`config.mk`:
```
export PLATFORM = sky130hd
export DESIGN_NAME = reg_bank_arbiter
export DESIGN_NICKNAME = d
export VERILOG_FILES = /design/src/rtl/reg_bank_arbiter.sv
export SDC_FILE = /design/constraint.sdc
export NUM_CORES = 1
export LEC_CHECK = 0
export ABC_AREA = 1
export ABC_CLOCK_PERIOD_IN_PS = 5900
export BUFFER_PORTS_ARGS = -buffer_cell sky130_fd_sc_hd__clkbuf_2
export CORE_MARGIN = 3
export CORE_UTILIZATION = 30
export DETAILED_ROUTE_END_ITERATION = 10
export PLACE_DENSITY = 0.61
export RECOVER_POWER = 50
export SLEW_MARGIN = 25
export SYNTH_ARGS = -nofsm -noshare
export SYNTH_HDL_FRONTEND = slang
export SYNTH_SLANG_ARGS = --single-unit
```
`constraint.sdc`:
```
create_clock -name clk -period 5.9 [get_ports clk]
set_clock_uncertainty 0.05 [all_clocks]
set_input_delay 1.18 -clock clk [delete_from_list [all_inputs] [get_ports clk]]
set_output_delay 1.18 -clock clk [all_outputs]
set_load 0.005 [all_outputs]
```
`src/rtl/reg_bank_arbiter.sv`:
```
// Shared register bank written by NREQ requesters under round-robin arbitration,
// with a registered one-hot write acknowledge and a registered read port.
module reg_bank_arbiter #(
    parameter int NREQ   = 4,
    parameter int DATA_W = 8,
    parameter int NREGS  = 4,
    parameter int ADDR_W = 2,
    localparam int SRC_W = $clog2(NREQ)
) (
    input  logic                     clk,
    input  logic                     reset,
    input  logic [NREQ-1:0]          req,
    input  logic [NREQ*ADDR_W-1:0]   wr_addr,
    input  logic [NREQ*DATA_W-1:0]   wr_data,
    output logic [NREQ-1:0]          gnt,
    output logic                     wr_valid,
    output logic [SRC_W-1:0]         wr_src,
    input  logic [ADDR_W-1:0]        rd_addr,
    output logic [DATA_W-1:0]        rd_data
);

    logic [DATA_W-1:0] bank_q [NREGS];
    logic [NREQ-1:0]   gnt_q, gnt_d;
    logic              wr_valid_q, wr_valid_d;
    logic [SRC_W-1:0]  src_q, src_d;
    logic [SRC_W-1:0]  ptr_q, ptr_d;
    logic [DATA_W-1:0] rd_q;

    logic [NREQ-1:0]   elig;
    logic              found;
    logic [SRC_W-1:0]  win;
    logic [SRC_W:0]    sum;
    logic [SRC_W-1:0]  idx;
    logic [ADDR_W-1:0] wa;
    logic [DATA_W-1:0] wd;
    logic              wa_ok;
    logic              ra_ok;

    always_comb begin
        // A requester granted at the last edge is masked so it cannot win twice in a row.
        elig  = req & ~gnt_q;
        found = 1'b0;
        win   = '0;
        sum   = '0;
        idx   = '0;
        for (int unsigned k = 0; k < NREQ; k++) begin
            sum = {1'b0, ptr_q} + (SRC_W+1)'(k);
            if (sum >= (SRC_W+1)'(NREQ)) begin
                sum = sum - (SRC_W+1)'(NREQ);
            end
            idx = sum[SRC_W-1:0];
            if (!found && elig[idx]) begin
                found = 1'b1;
                win   = idx;
            end
        end

        wa    = wr_addr[win*ADDR_W +: ADDR_W];
        wd    = wr_data[win*DATA_W +: DATA_W];
        wa_ok = {1'b0, wa} < (ADDR_W+1)'(NREGS);
        ra_ok = {1'b0, rd_addr} < (ADDR_W+1)'(NREGS);

        gnt_d      = found ? (NREQ'(1) << win) : '0;
        wr_valid_d = found;
        src_d      = found ? win : src_q;
        ptr_d      = ptr_q;
        if (found) begin
            ptr_d = (win == SRC_W'(NREQ-1)) ? '0 : win + 1'b1;
        end
    end

    always_ff @(posedge clk or posedge reset) begin
        if (reset) begin
            for (int unsigned r = 0; r < NREGS; r++) begin
                bank_q[r] <= '0;
            end
            gnt_q      <= '0;
            wr_valid_q <= 1'b0;
            src_q      <= '0;
            ptr_q      <= '0;
            rd_q       <= '0;
        end else begin
            gnt_q      <= gnt_d;
            wr_valid_q <= wr_valid_d;
            src_q      <= src_d;
            ptr_q      <= ptr_d;
            // Out-of-range writes are dropped but still acknowledged.
            if (found && wa_ok) begin
                bank_q[wa] <= wd;
            end
            rd_q <= ra_ok ? bank_q[rd_addr] : '0;
        end
    end

    assign gnt      = gnt_q;
    assign wr_valid = wr_valid_q;
    assign wr_src   = src_q;
    assign rd_data  = rd_q;

endmodule

```
# Yosys cells after proc, flatten, opt, wreduce, memory -nomap -nowiden

Cells that the tools add are included.

Add/sub/neg operators: 8
Multiply operators: 0
Divide/modulo/power cells: 0
$lt $le $gt $ge: 11
Eq/ne operators: 1
Shift-type cells: 3
Mux-type cells: 28
Bitwise gates (word level): 4
Reductions and logical operators: 7

Operator list:

| operator              | count |
|---|---|
| $bwmux W32            | 1 |
| $shiftx A32 B6 Y8     | 1 |
| $mux W8               | 3 |
| $mux W2               | 9 |
| $bmux W8 S2           | 1 |
| $demux W8 S2          | 1 |
| $ge A3 B3 Y1 const B  | 5 |
| $lt A2 B3 Y1 const B  | 4 |
| $bmux W1 S2           | 4 |
| $mux W1               | 8 |
| $shiftx A8 B4 Y2      | 1 |
| $sub A2 B1 Y2 const B | 4 |
| $add A2 B2 Y3 const B | 2 |
| $not A2 Y3            | 2 |
| $and A4 B4 Y4         | 1 |
| $logic_and A1 B1 Y1   | 4 |
| $mux W4               | 1 |
| $not A4 Y4            | 1 |
| $shl A1 B2 Y4 const A | 1 |
| $add A2 B1 Y3 const B | 1 |
| $ge A2 B3 Y1 const B  | 1 |
| $logic_not A1 Y1      | 3 |
| $lt A3 B1 Y1 const B  | 1 |
| $add A2 B1 Y2 const B | 1 |
| $eq A2 B2 Y1 const B  | 1 |

Flip-flop bits (word level): 49
Bits in latches: 0
Memory bits (writable): 0
Bits in read-only memories: 0
Output and inout bits: 15
Word-level logic and storage cells: 71
Memories: 0

# Longest topological paths before layout

Depth in word-level cells: 21
Depth in mapped cells: 19
Depth with buffers taken out: 17

# Worst setup path before layout

Ideal clock, no wire load.

Path type: input to register
From: input port req[1]
To: register ptr_q[1]
Library setup time: 128 ps
Arrival: 2,612 ps
Data required time: 5,722 ps
Path slack: 3,110 ps
Cell stages on the path: 11
Buffers on the path: 2
Cells stage by stage: nand3_1 > nand3_1 > nand2_1 > nand4_4 > nand2_4 > nand2_8 > buf_6 > buf_6 > ha_1 > nand2_1 > o21ai_0

Elaborated cells on any way between the ends: 26
Those cells by class: add/sub (1); eq/ne (1); mux (17); bitwise (1); reduce/logical (6)

RTL lines:

| item                          | line | text |
|---|---|---|
| start, declared               | 12   | `input logic [NREQ-1:0] req,` |
| $and A4 B4 Y4 (*)             | 41   | `elig = req & ~gnt_q;` |
| $bmux W1 S2                   | 52   | `if (!found && elig[idx]) begin` |
| $mux W1 (not written as such) | 52   |  |
| $mux W1                       | 52   |  |
| $logic_not A1 Y1              | 52   |  |
| $logic_and A1 B1 Y1           | 52   |  |
| $mux W1                       | 52   |  |
| $logic_not A1 Y1              | 52   |  |
| $logic_and A1 B1 Y1           | 52   |  |
| $mux W1                       | 52   |  |
| $logic_not A1 Y1              | 52   |  |
| $logic_and A1 B1 Y1           | 52   |  |
| $mux W1 (*)                   | 52   |  |
| named net found               | 30   | `logic found;` |
| end signal, assigned          | 86   | `ptr_q <= ptr_d;` |
| end, declared                 | 26   | `logic [SRC_W-1:0] ptr_q, ptr_d;` |

Mark *: on every way through the listed nets, which the timed path passes. The rest lies on a longest branch. The select of a mux whose other input is x is not followed.
A chain may end at the register's enable or synchronous reset.

# Worst setup path after layout

From: input port req[3]
To: register bank_q[19] in the netlist's numbering

Elaborated cells on any way between the ends: 32
Those cells by class: order compare (2); shift (2); mux (19); bitwise (2); reduce/logical (7)

RTL lines:

| item                          | line | text |
|---|---|---|
| $and A4 B4 Y4 (*)             | 41   |  |
| $bmux W1 S2                   | 52   |  |
| $mux W1 (not written as such) | 52   |  |
| $mux W1                       | 52   |  |
| $logic_not A1 Y1              | 52   |  |
| $logic_and A1 B1 Y1           | 52   |  |
| $mux W1                       | 52   |  |
| $logic_not A1 Y1              | 52   |  |
| $logic_and A1 B1 Y1           | 52   |  |
| $mux W1                       | 52   |  |
| $logic_not A1 Y1              | 52   |  |
| $logic_and A1 B1 Y1           | 52   |  |
| $mux W1 (*)                   | 52   |  |
| named net found               | 30   |  |
| end signal, assigned by index | 89   | `bank_q[wa] <= wd;` |
| end, declared                 | 22   | `logic [DATA_W-1:0] bank_q [NREGS];` |

Marked as above.

==> results.tsv <==
metric	value	unit
status	finished with violations	
violated checks	capacitance limit, slew limit	
Placed Instance Area	0.00327	mm2
post-layout util	36.0	%
die extent in y	104	um
TritonRoute pass-1 iters	4	
Clock Tree Root	clkbuf_8	
vias post-DR	2680	
Worst R2R Start	ptr_q[0]$_DFFE_PP0P_	
Worst Path Arrival	3.73	ns
Antenna Violating Nets Remaining	0	
Vias per Instance	4.62	
GRT Overall Usage	13.5	%
I/O Pins	63	
worst-margin pin slew	2.09	ns
critical path buffer and inverter count	1	
kind of critical path	input pin to flip-flop	
register area share after synthesis	42.3	%
CP required	6.05	ns
post-DP HPWL	5400	um
gr ovfl total	0	
Most Crowded Layer GR	met2	
total CTS buffers	5	
crit end category	flip-flop	
Clock Path Buffers	2	
largest net degree at the start of global routing	50	
Startpoint Class	input pin	
Crit path depth	13	
clock-pin transition on the worst setup and hold timing paths	0.09	ns
drt drc	0	
CTS tree	built	
wire per inst	12.2	um
GP Congestion	0.823	
Max-cap violations	1	
post-CTS setup buffers	0	
first-pass GRT wire length	12200	um
IO buf count	62	
core area	0.00933	mm2
clock latency on the worst-skew pair	0.30	ns
post-synthesis net count	445	
met2 Track Usage GR	20.3	%
layout cells sized above 1	21.3	%
Syn Inst Count	393	
number of flops mapped to enable cells by yosys	0	
setup TNS	0	ns
CTS-repair resized insts	0	
number of placement rows	35	
Post-synth top cells	nand2_1, nand3_1, dfrtp_1	
FF+latch count, synth	49	
DR iter-0 viols	170	
CP cell instances	clkbuf_2, nand3_1, nand3_1, nand2_2, nand4_1, nand2_4, nand2_8, nand2_1, nand3_1, nand2_2, nand3_1, nand2_1, nand2_1	
top post-synthesis cells by area	dfrtp_1, nand2_1, nand3_1	
slowest CP cell	nand4_1	
max-slew violations	50	
Initial Util	31.1	%
RSZ-0062 raised after global routing	false	
min Tclk post-route	3.58	ns
GR Util met3	2.23	%
count leader, synth	nand2_1	
depth of the most critical reg-to-reg path	13	
Max Freq	279	MHz
Synth cell types	25	
Final Net Count	502	
final hold violations	0	
HP Start	bank_q[23]$_DFFE_PP0P_	
initial antenna violation count	0	
Mapped Area	0.00290	mm2
cts hold-fix bufs	0	
normalized max-slew margin	-40.2	%
share of the synthesized area in the top cell type	42.3	%
Hold Path Class	flip-flop to flip-flop	
worst hold stages	2	
Crit path largest cell delay	0.52	ns
asr flop ratio synth	100	%
Syn-to-layout area delta	15.8	%
clock sink total	49	
yosys warns	0	
Setup crit start	req[3]	
final period utilization	60.8	%
CP Max Fanout	27	
Worst path top cell family by delay	simple AND/OR/NAND/NOR gates	
CP dominant cell by count	nand3_1	
design area	0.00336	mm2
final setup vio count	0	
R2R Setup Slk	2.55	ns
syn_area_per_cell	7.37	um2
H-tree depth	2	
Die W	104	um
Routed WL	7090	um
Ant. Diodes	0	
Synth area leader	dfrtp_1	
number of global-route vias before repair	2502	
Top FF cell, synth	dfrtp_1	
Die Area	0.0109	mm2
met1 track demand over resource	19.8	%
-- path summary, 6_finish.rpt --
kind	end
max in group asynchronous	bank_q[23]$_DFFE_PP0P_
min	bank_q[23]$_DFFE_PP0P_
min in group asynchronous	gnt[2]$_DFF_PP0_
max reg2reg	bank_q[19]$_DFFE_PP0P_
max	bank_q[19]$_DFFE_PP0P_
min reg2reg	bank_q[23]$_DFFE_PP0P_
-- flip-flops by register name, indices dropped and copies added, names as in the netlist --
signal,count
wr_src,2
gnt,4
rd_data,8
ptr_q,2
wr_valid,1
bank_q,32
-- layout make-up --
cell class              instances  area [um2]
repair buffers                 62         304
flip-flops and latches         49        1230
well taps                     129         161
inverters                      23        95.1
clock buffers                   7        96.3
fillers                      1003        5970
clock inverters                 1        8.76
multi-input cells             309        1470
-- per-layer routing --
layer,up-vias,routed length [um],part of all wire (%)
li1,1378,-,-
met2,62,3160,45
met1,1235,3490,49
met5,-,0,0
met3,5,364,5.1
met4,0,75,1.1
-- worst register-to-register path, stage by stage, from the launching register on --
cell and delay [ns]:
dfrtp_1 0.66, nand2_1 0.13, nand2_2 0.12, nand3_2 0.07, nand2_2 0.11, nand4_1 0.51
nand2_4 0.37, nand2_8 0.16, nand2_1 0.13, nand3_1 0.09, nand2_2 0.29, nand3_1 0.32
nand2_1 0.15, nand2_1 0.07
-- placed cells by master (no fill, tap or decap), drive strengths merged --
cell type,count
clkbuf,69
nor2,23
nand4,4
nand3,67
inv,22
nand2,185
o22ai,8
clkinv,1
dfrtp,49
clkinvlp,1
a21oi,1
o21ai,17
ha,4
-- through the flow --
stage | cells | hold slack [ns] | worst slack [ns]
finish | 580 | 0.431 | 2.32
global route | 580 | 0.463 | 1.99
CTS | 580 | 0.435 | 2.51
detailed placement | 572 | 0.411 | 2.18
global placement | 572 | 0.406 | 2.32
floorplan | 393 | 0.394 | 3.11
-- kinds of logic after synthesis --
logic type / share of synthesized area [%]
AO/OA/AOI/OAI: 4.84
AND/OR/NAND/NOR: 44.5
flip-flops: 42.3
adder cells (fa/ha/maj): 1.73
buffers and inverters: 6.61
Power is left out: the tool's default activity adds up to more than one toggle a clock period on the data nets, which glitch-free logic cannot reach.
